### config.mk
export PLATFORM = sky130hd
export DESIGN_NAME = prom_loader
export DESIGN_NICKNAME = d
export VERILOG_FILES = /design/src/rtl/prom_loader_pkg.sv /design/src/rtl/prom_loader_word_assembler.sv /design/src/rtl/prom_loader.sv
export SDC_FILE = /design/constraint.sdc
export NUM_CORES = 1
export LEC_CHECK = 0
export BUFFER_PORTS_ARGS = -buffer_cell sky130_fd_sc_hd__buf_2
export CORE_UTILIZATION = 45
export CTS_CLUSTER_DIAMETER = 150
export DETAILED_ROUTE_END_ITERATION = 8
export PLACE_DENSITY = 0.69
export REMOVE_ABC_BUFFERS = 1
export SLEW_MARGIN = 20
export SYNTH_ARGS = -nofsm -noshare
export SYNTH_HDL_FRONTEND = slang
export SYNTH_SLANG_ARGS = --single-unit
### constraint.sdc
create_clock -name clk -period 2.4 [get_ports clk]
set_input_delay 0.48 -clock clk [delete_from_list [all_inputs] [get_ports clk]]
set_output_delay 0.48 -clock clk [all_outputs]
set_load 0.02 [all_outputs]
### src/rtl/prom_loader_pkg.sv
// Shared types and constants for the UART-to-PROM loader.
package prom_loader_pkg;

    // Loader FSM states.
    typedef enum logic [3:0] {
        IDLE     = 4'd0,
        RAW_DATA = 4'd1,
        SYNC     = 4'd2,
        LEN_LO   = 4'd3,
        LEN_HI   = 4'd4,
        DATA     = 4'd5,
        CSUM     = 4'd6,
        DONE     = 4'd7,
        ERROR    = 4'd8
    } state_e;

    // Frame start marker.
    localparam logic [7:0] SYNC_BYTE = 8'hA5;

    // 8-bit modular checksum accumulation.
    function automatic logic [7:0] csum_add(input logic [7:0] acc, input logic [7:0] b);
        return acc + b;
    endfunction

    // True for states in which a load is still in progress.
    function automatic logic is_busy_state(input state_e s);
        return !((s == IDLE) || (s == DONE) || (s == ERROR));
    endfunction

endpackage

### src/rtl/prom_loader_word_assembler.sv
// Packs a byte stream little-endian into WORD_BYTES-wide words.
// word_complete_o flags (combinationally) that the byte now being accepted
// finishes a word; word_o/word_valid_o present that word one cycle later.
module word_assembler #(
    parameter int WORD_BYTES = 2
) (
    input  logic                    clk,
    input  logic                    reset_n,
    input  logic                    clear_i,
    input  logic                    byte_valid_i,
    input  logic [7:0]              byte_data_i,
    output logic [8*WORD_BYTES-1:0] word_o,
    output logic                    word_valid_o,
    output logic                    word_complete_o
);

    localparam int IDX_W = (WORD_BYTES > 1) ? $clog2(WORD_BYTES) : 1;
    localparam logic [IDX_W-1:0] LAST_IDX = IDX_W'(WORD_BYTES - 1);

    logic [IDX_W-1:0]        idx_r;
    logic [8*WORD_BYTES-1:0] shift_r;
    logic [8*WORD_BYTES-1:0] word_r;
    logic                    valid_r;
    logic [8*WORD_BYTES-1:0] merged_s;

    assign word_complete_o = byte_valid_i & ~clear_i & (idx_r == LAST_IDX);
    assign word_o          = word_r;
    assign word_valid_o    = valid_r;

    // Partial word with the incoming byte dropped into its lane.
    always_comb begin
        merged_s = shift_r;
        merged_s[8*int'(idx_r) +: 8] = byte_data_i;
    end

    // Byte index, partial word and completed-word registers.
    always_ff @(posedge clk or negedge reset_n) begin
        if (!reset_n) begin
            idx_r   <= '0;
            shift_r <= '0;
            word_r  <= '0;
            valid_r <= 1'b0;
        end else begin
            valid_r <= word_complete_o;
            if (clear_i) begin
                idx_r   <= '0;
                shift_r <= '0;
            end else if (byte_valid_i) begin
                if (idx_r == LAST_IDX) begin
                    word_r  <= merged_s;
                    idx_r   <= '0;
                    shift_r <= '0;
                end else begin
                    shift_r <= merged_s;
                    idx_r   <= idx_r + IDX_W'(1);
                end
            end
        end
    end

endmodule

### src/rtl/prom_loader.sv
// UART-to-PROM loader: RAW streaming fill or FRAMED fill with length and
// checksum. Words are written one cycle after their last byte arrives.
module prom_loader
    import prom_loader_pkg::*;
#(
    parameter int WORD_BYTES = 2,
    parameter int ROM_WORDS  = 24,
    parameter int ADDR_BITS  = $clog2(ROM_WORDS)
) (
    input  logic                    clk,
    input  logic                    reset_n,
    input  logic                    enable_i,
    input  logic                    mode_framed_i,
    input  logic [7:0]              rx_data_i,
    input  logic                    rx_ready_i,
    output logic                    rx_ack_o,
    output logic                    wr_en_o,
    output logic [ADDR_BITS-1:0]    wr_addr_o,
    output logic [8*WORD_BYTES-1:0] wr_data_o,
    output logic                    busy_o,
    output logic                    done_o,
    output logic                    error_o,
    output logic [ADDR_BITS:0]      words_loaded_o
);

    localparam int CNT_W = ADDR_BITS + 1;
    localparam logic [ADDR_BITS-1:0] ADDR_LAST = ADDR_BITS'(ROM_WORDS - 1);
    localparam logic [CNT_W-1:0]     CNT_MAX   = CNT_W'(ROM_WORDS);
    localparam logic [15:0]          LEN_MAX   = 16'(ROM_WORDS);

    state_e                  state_r;
    state_e                  next_state_s;
    logic [ADDR_BITS-1:0]    addr_r;
    logic [ADDR_BITS-1:0]    wr_addr_r;
    logic [CNT_W-1:0]        words_r;
    logic [7:0]              csum_r;
    logic [7:0]              len_lo_r;
    logic [15:0]             len_r;
    logic [15:0]             len_full_s;
    logic                    busy_r;
    logic                    done_r;
    logic                    error_r;
    logic                    byte_s;
    logic                    feed_s;
    logic                    clear_s;
    logic                    word_done_s;
    logic                    last_word_s;
    logic                    word_valid_s;
    logic [8*WORD_BYTES-1:0] word_s;

    assign byte_s      = rx_ready_i & enable_i;
    assign rx_ack_o    = byte_s;
    assign feed_s      = byte_s & ((state_r == RAW_DATA) || (state_r == DATA));
    assign clear_s     = ~enable_i | (state_r == IDLE);
    assign len_full_s  = {rx_data_i, len_lo_r};
    assign last_word_s = ((17'(words_r) + 17'd1) == {1'b0, len_r});

    word_assembler #(
        .WORD_BYTES (WORD_BYTES)
    ) u_asm (
        .clk             (clk),
        .reset_n         (reset_n),
        .clear_i         (clear_s),
        .byte_valid_i    (feed_s),
        .byte_data_i     (rx_data_i),
        .word_o          (word_s),
        .word_valid_o    (word_valid_s),
        .word_complete_o (word_done_s)
    );

    assign wr_en_o        = word_valid_s;
    assign wr_data_o      = word_s;
    assign wr_addr_o      = wr_addr_r;
    assign busy_o         = busy_r;
    assign done_o         = done_r;
    assign error_o        = error_r;
    assign words_loaded_o = words_r;

    // FSM state register.
    always_ff @(posedge clk or negedge reset_n) begin
        if (!reset_n) begin
            state_r <= IDLE;
        end else begin
            state_r <= next_state_s;
        end
    end

    // Next-state decode; a low enable wins over any arriving byte.
    always_comb begin
        next_state_s = state_r;
        if (!enable_i) begin
            next_state_s = IDLE;
        end else begin
            case (state_r)
                IDLE:     next_state_s = mode_framed_i ? SYNC : RAW_DATA;
                RAW_DATA: next_state_s = RAW_DATA;
                SYNC, DONE: begin
                    if (byte_s && (rx_data_i == SYNC_BYTE)) begin
                        next_state_s = LEN_LO;
                    end else begin
                        next_state_s = state_r;
                    end
                end
                LEN_LO: begin
                    if (byte_s) begin
                        next_state_s = LEN_HI;
                    end else begin
                        next_state_s = LEN_LO;
                    end
                end
                LEN_HI: begin
                    if (!byte_s) begin
                        next_state_s = LEN_HI;
                    end else if ((len_full_s == 16'd0) || (len_full_s > LEN_MAX)) begin
                        next_state_s = ERROR;
                    end else begin
                        next_state_s = DATA;
                    end
                end
                DATA: begin
                    if (word_done_s && last_word_s) begin
                        next_state_s = CSUM;
                    end else begin
                        next_state_s = DATA;
                    end
                end
                CSUM: begin
                    if (!byte_s) begin
                        next_state_s = CSUM;
                    end else if (rx_data_i == csum_r) begin
                        next_state_s = DONE;
                    end else begin
                        next_state_s = ERROR;
                    end
                end
                ERROR:   next_state_s = ERROR;
                default: next_state_s = IDLE;
            endcase
        end
    end

    // Status flags, address, word count, length and checksum.
    always_ff @(posedge clk or negedge reset_n) begin
        if (!reset_n) begin
            busy_r    <= 1'b0;
            done_r    <= 1'b0;
            error_r   <= 1'b0;
            addr_r    <= '0;
            wr_addr_r <= '0;
            words_r   <= '0;
            csum_r    <= 8'd0;
            len_lo_r  <= 8'd0;
            len_r     <= 16'd0;
        end else begin
            busy_r  <= is_busy_state(next_state_s);
            done_r  <= (next_state_s == DONE);
            error_r <= (next_state_s == ERROR);
            if (!enable_i) begin
                addr_r  <= '0;
                words_r <= '0;
                csum_r  <= 8'd0;
            end else begin
                case (state_r)
                    IDLE: begin
                        addr_r  <= '0;
                        words_r <= '0;
                        csum_r  <= 8'd0;
                    end
                    SYNC, DONE: begin
                        if (byte_s && (rx_data_i == SYNC_BYTE)) begin
                            addr_r  <= '0;
                            words_r <= '0;
                            csum_r  <= 8'd0;
                        end
                    end
                    LEN_LO: begin
                        if (byte_s) begin
                            len_lo_r <= rx_data_i;
                        end
                    end
                    LEN_HI: begin
                        if (byte_s) begin
                            len_r <= len_full_s;
                        end
                    end
                    DATA: begin
                        if (byte_s) begin
                            csum_r <= csum_add(csum_r, rx_data_i);
                        end
                    end
                    default: begin
                        csum_r <= csum_r;
                    end
                endcase
                if (word_done_s) begin
                    wr_addr_r <= addr_r;
                    addr_r    <= (addr_r == ADDR_LAST) ? '0 : addr_r + ADDR_BITS'(1);
                    words_r   <= (words_r == CNT_MAX) ? words_r : words_r + CNT_W'(1);
                end
            end
        end
    end

endmodule

==> key figures <==
Outcome
  – Outcome: complete, no violations

STA
  – Slew @ Worst Pin: 0.610 ns
  – Max transition margin: 0.588
  – Final Hold Viols: 0
  – # setup viols final: 0
  – TNS Setup: 0 ns
  – Post-layout minimum cycle time: 2.15 ns
  – Clock Skews: 0.0131 ns
  – Max-slew violations: 0
  – Unrepaired setup endpoints after global routing: no
  – Hold slack: around 0.08 ns
  – Top achievable clock speed: 0.465 GHz
  – Final Cycle Share: 0.896

GRT
  – Vias in the first global route: around 2900
  – GRT Overall Usage: 0.192
  – Total grt overflow: 0
  – Largest net degree at the start of global routing: 38
  – First-pass GRT wire length: roughly 15000 um
  – Initial antenna violation count: 0

Critical path
  – Crit Path Max Fanout: 4
  – Worst path bufs/invs: 1
  – Crit-path cells: ha_1, nor4_1, buf_4, a31oi_1, nor3_1, a211oi_2, a31oi_1, o31a_1
  – Critical path class: reg2reg
  – Critical Path AT: 2.43 ns
  – Crit path launch type: flip-flop
  – Critical path's top delay family: simple AND/OR/NAND/NOR gates
  – Critical path depth in cells: 8
  – Crit. End Element: flip-flop
  – Worst r2r path cells: 8
  – Most frequent CP cell: a31oi_1
  – Largest stage delay on the critical path: a little over 0.4 ns
  – Crit path required time: 2.68 ns
  – Slowest-stage cell, CP: dfrtp_1

Drt
  – Wirelength per Cell: 15.3 um
  – Detailed-route via count: 3099
  – Vias per std cell: approximately 5.5
  – DRC Markers: 0
  – DRT iter0 DRCs: around 150
  – DR pass1 iterations: 4
  – Post-Route WL: 8640 um
  – Routed Antenna Nets: 0

Final layout
  – Core Util, Final: 0.533
  – Fin cells: 563
  – Area Growth Syn to Fin: 14.4%
  – FILL cells: 783
  – Share of post-route cells with drive strength above 1: 0.248
  – Nets: 474
  – Antenna cells: 0

Placement
  – # placed instances: between 500 and 600
  – Final Wtd Congestion: 0.922
  – DP HPWL: approximately 6000 um
  – Buffers on Ports: between 40 and 50

Floorplanning
  – Width of the die: around 97 um
  – # IOs: 45
  – Full die area: between 0.009 and 0.01 mm2
  – Initial Util: 0.466
  – Die height: 97.0 um
  – Row count: 34
  – Core box area: 0.00872 mm2

Synthesis
  – Asr flop ratio synth: 1.00
  – Synthesized flop and latch total: 81
  – Main synth FF type: dfrtp_1
  – Avg Cell Area, Syn: 10.1 um2
  – Top-count cell post-synth: dfrtp_1
  – YS warnings: 0
  – Yosys top cell area share: 0.499
  – Sequential area share after synthesis: 0.499
  – Synth area leader: dfrtp_1
  – Post-Syn Area: 0.00406 mm2
  – EDFF count, synth: 0
  – Post-synth top cells: dfrtp_1, nand2_1, mux2_2
  – Syn Inst Count: ~400
  – Synth unique cells: 61
  – Top cells by area, synth: dfrtp_1, nand2_1, mux2_2, ha_1, o21ai_0

Clocking
  – Inserted Clock Buffers: 9
  – Latest clock arrival within the worst-skew pair: ~0.35 ns
  – Resized Gates After CTS: 0
  – Hold buffer count at cts: 0
  – CTS root buffer: clkbuf_8
  – Setup Fix Bufs, Post-CTS: 0
  – CTS tree: done
  – Clock Pin Slew Worst Setup and Hold Paths: 0.09 ns
  – Clk buf depth: 2
  – Max H-tree Level: 3
  – Clk sinks: 81

Pwr
  – Power Density: 627 mW/mm2
  – Tot Pwr: 2.92 mW
  – VDD IR max: approximately 0.43 mV
  – P_leak: roughly 2.3 nW

Job
  – Max-cap violation count: 0

Hold path
  – Worst hold path type: in2async
## worst register-to-register path, cell delays in order (launching register included)
cell and delay [ns]:
dfrtp_1 0.41, ha_1 0.30, nor4_1 0.36, buf_4 0.18, a31oi_1 0.13, nor3_1 0.27
a211oi_2 0.10, a31oi_1 0.18, o31a_1 0.15
## cell usage in the layout (no fill, tap or decap), drive strengths merged, types with 2 or more instances in the layout
| cell | count |
|---|---|
| a211oi | 3 |
| a21o | 3 |
| a21oi | 16 |
| a22o | 9 |
| a31oi | 6 |
| and3 | 7 |
| buf | 58 |
| clkbuf | 10 |
| clkinv | 3 |
| dfrtp | 81 |
| ha | 10 |
| inv | 15 |
| mux2 | 24 |
| mux2i | 4 |
| nand2 | 73 |
| nand2b | 3 |
| nand3 | 15 |
| nand4 | 5 |
| nor2 | 17 |
| nor2b | 4 |
| nor3 | 10 |
| nor3b | 3 |
| nor4 | 7 |
| o2111ai | 2 |
| o21a | 3 |
| o21ai | 21 |
| o22ai | 2 |
| o2bb2ai | 2 |
| o31a | 2 |
| or2 | 3 |
| or3 | 3 |
| xnor2 | 6 |
| xor2 | 7 |
## metrics by stage
stage | setup slack [ns] | cell area (um2)
2_1_floorplan | -0.266 | 3960
3_3_place_gp | 0.0399 | 4440
3_5_place_dp | 0.0397 | 4440
4_1_cts | 0.238 | 4650
5_1_grt | 0.0782 | 4650
6_report | 0.248 | 4650
## layout make-up
class	instances	area, um2	share of cell area
inverters	13	48.8	0.0105
well taps	108	135	0.0291
multi-input cells	287	1890	0.406
clock inverters	6	73.8	0.0159
repair buffers	58	340	0.0732
flip-flops and latches	81	2030	0.436
clock buffers	10	138	0.0296
## logic make-up (layout without fill, tap and decap cells)
kind of cell	Yosys count	count (layout)	share of synthesized area
adders and majority gates	11	11	0.0357
AOI/OAI and AO/OA	80	80	0.135
muxes	28	28	0.0764
buffers and inverters	34	87	0.0366
and+or+nand+nor	155	155	0.190
DFF	81	81	0.499
xor gates and xnor gates	13	13	0.0280
## worst paths after layout
| path | start | endpoint | slack, ns |
|---|---|---|---|
| min in group clk | rx_data_i[5] | u_asm.word_o[13]$_DFFE_PN0N_ | 0.43 |
| max reg2reg | csum_r[1]$_DFFE_PN0P_ | busy_o$_DFF_PN0_ | 0.25 |
| max | csum_r[1]$_DFFE_PN0P_ | busy_o$_DFF_PN0_ | 0.25 |
| min reg2reg | u_asm.word_o[5]$_DFFE_PN0N_ | u_asm.word_o[5]$_DFFE_PN0N_ | 0.47 |
| min | reset_n | u_asm.word_valid_o$_DFF_PN0_ | 0.08 |
| max in group asynchronous | reset_n | addr_r[2]$_DFFE_PN0P_ | 1.73 |
## sequential cells by signal, summed over array words and instances, names as in the netlist
| signal | cells |
|---|---|
| len_r | 16 |
| addr_r | 5 |
| u_asm.idx_r | 1 |
| done_o | 1 |
| csum_r | 8 |
| error_o | 1 |
| wr_addr_o | 5 |
| len_lo_r | 8 |
| u_asm.word_o | 16 |
| state_r | 4 |
| u_asm.shift_r | 8 |
| busy_o | 1 |
| u_asm.word_valid_o | 1 |
| words_loaded_o | 6 |
## metal layers
layer / global-route usage / share of wire
met1: 0.266 / 0.48
met2: 0.300 / 0.46
met3: 0.0542 / 0.045
met4: 0.0413 / 0.0097
met5: 0 / 0
## power by group
group | total, mW | switching [mW] | internal (mW)
logic | 0.354 | 0.205 | 0.149
registers | 1.52 | 0.0707 | 1.45
clock network | 1.04 | 0.520 | 0.522
Power figures use the tool's default switching activity.
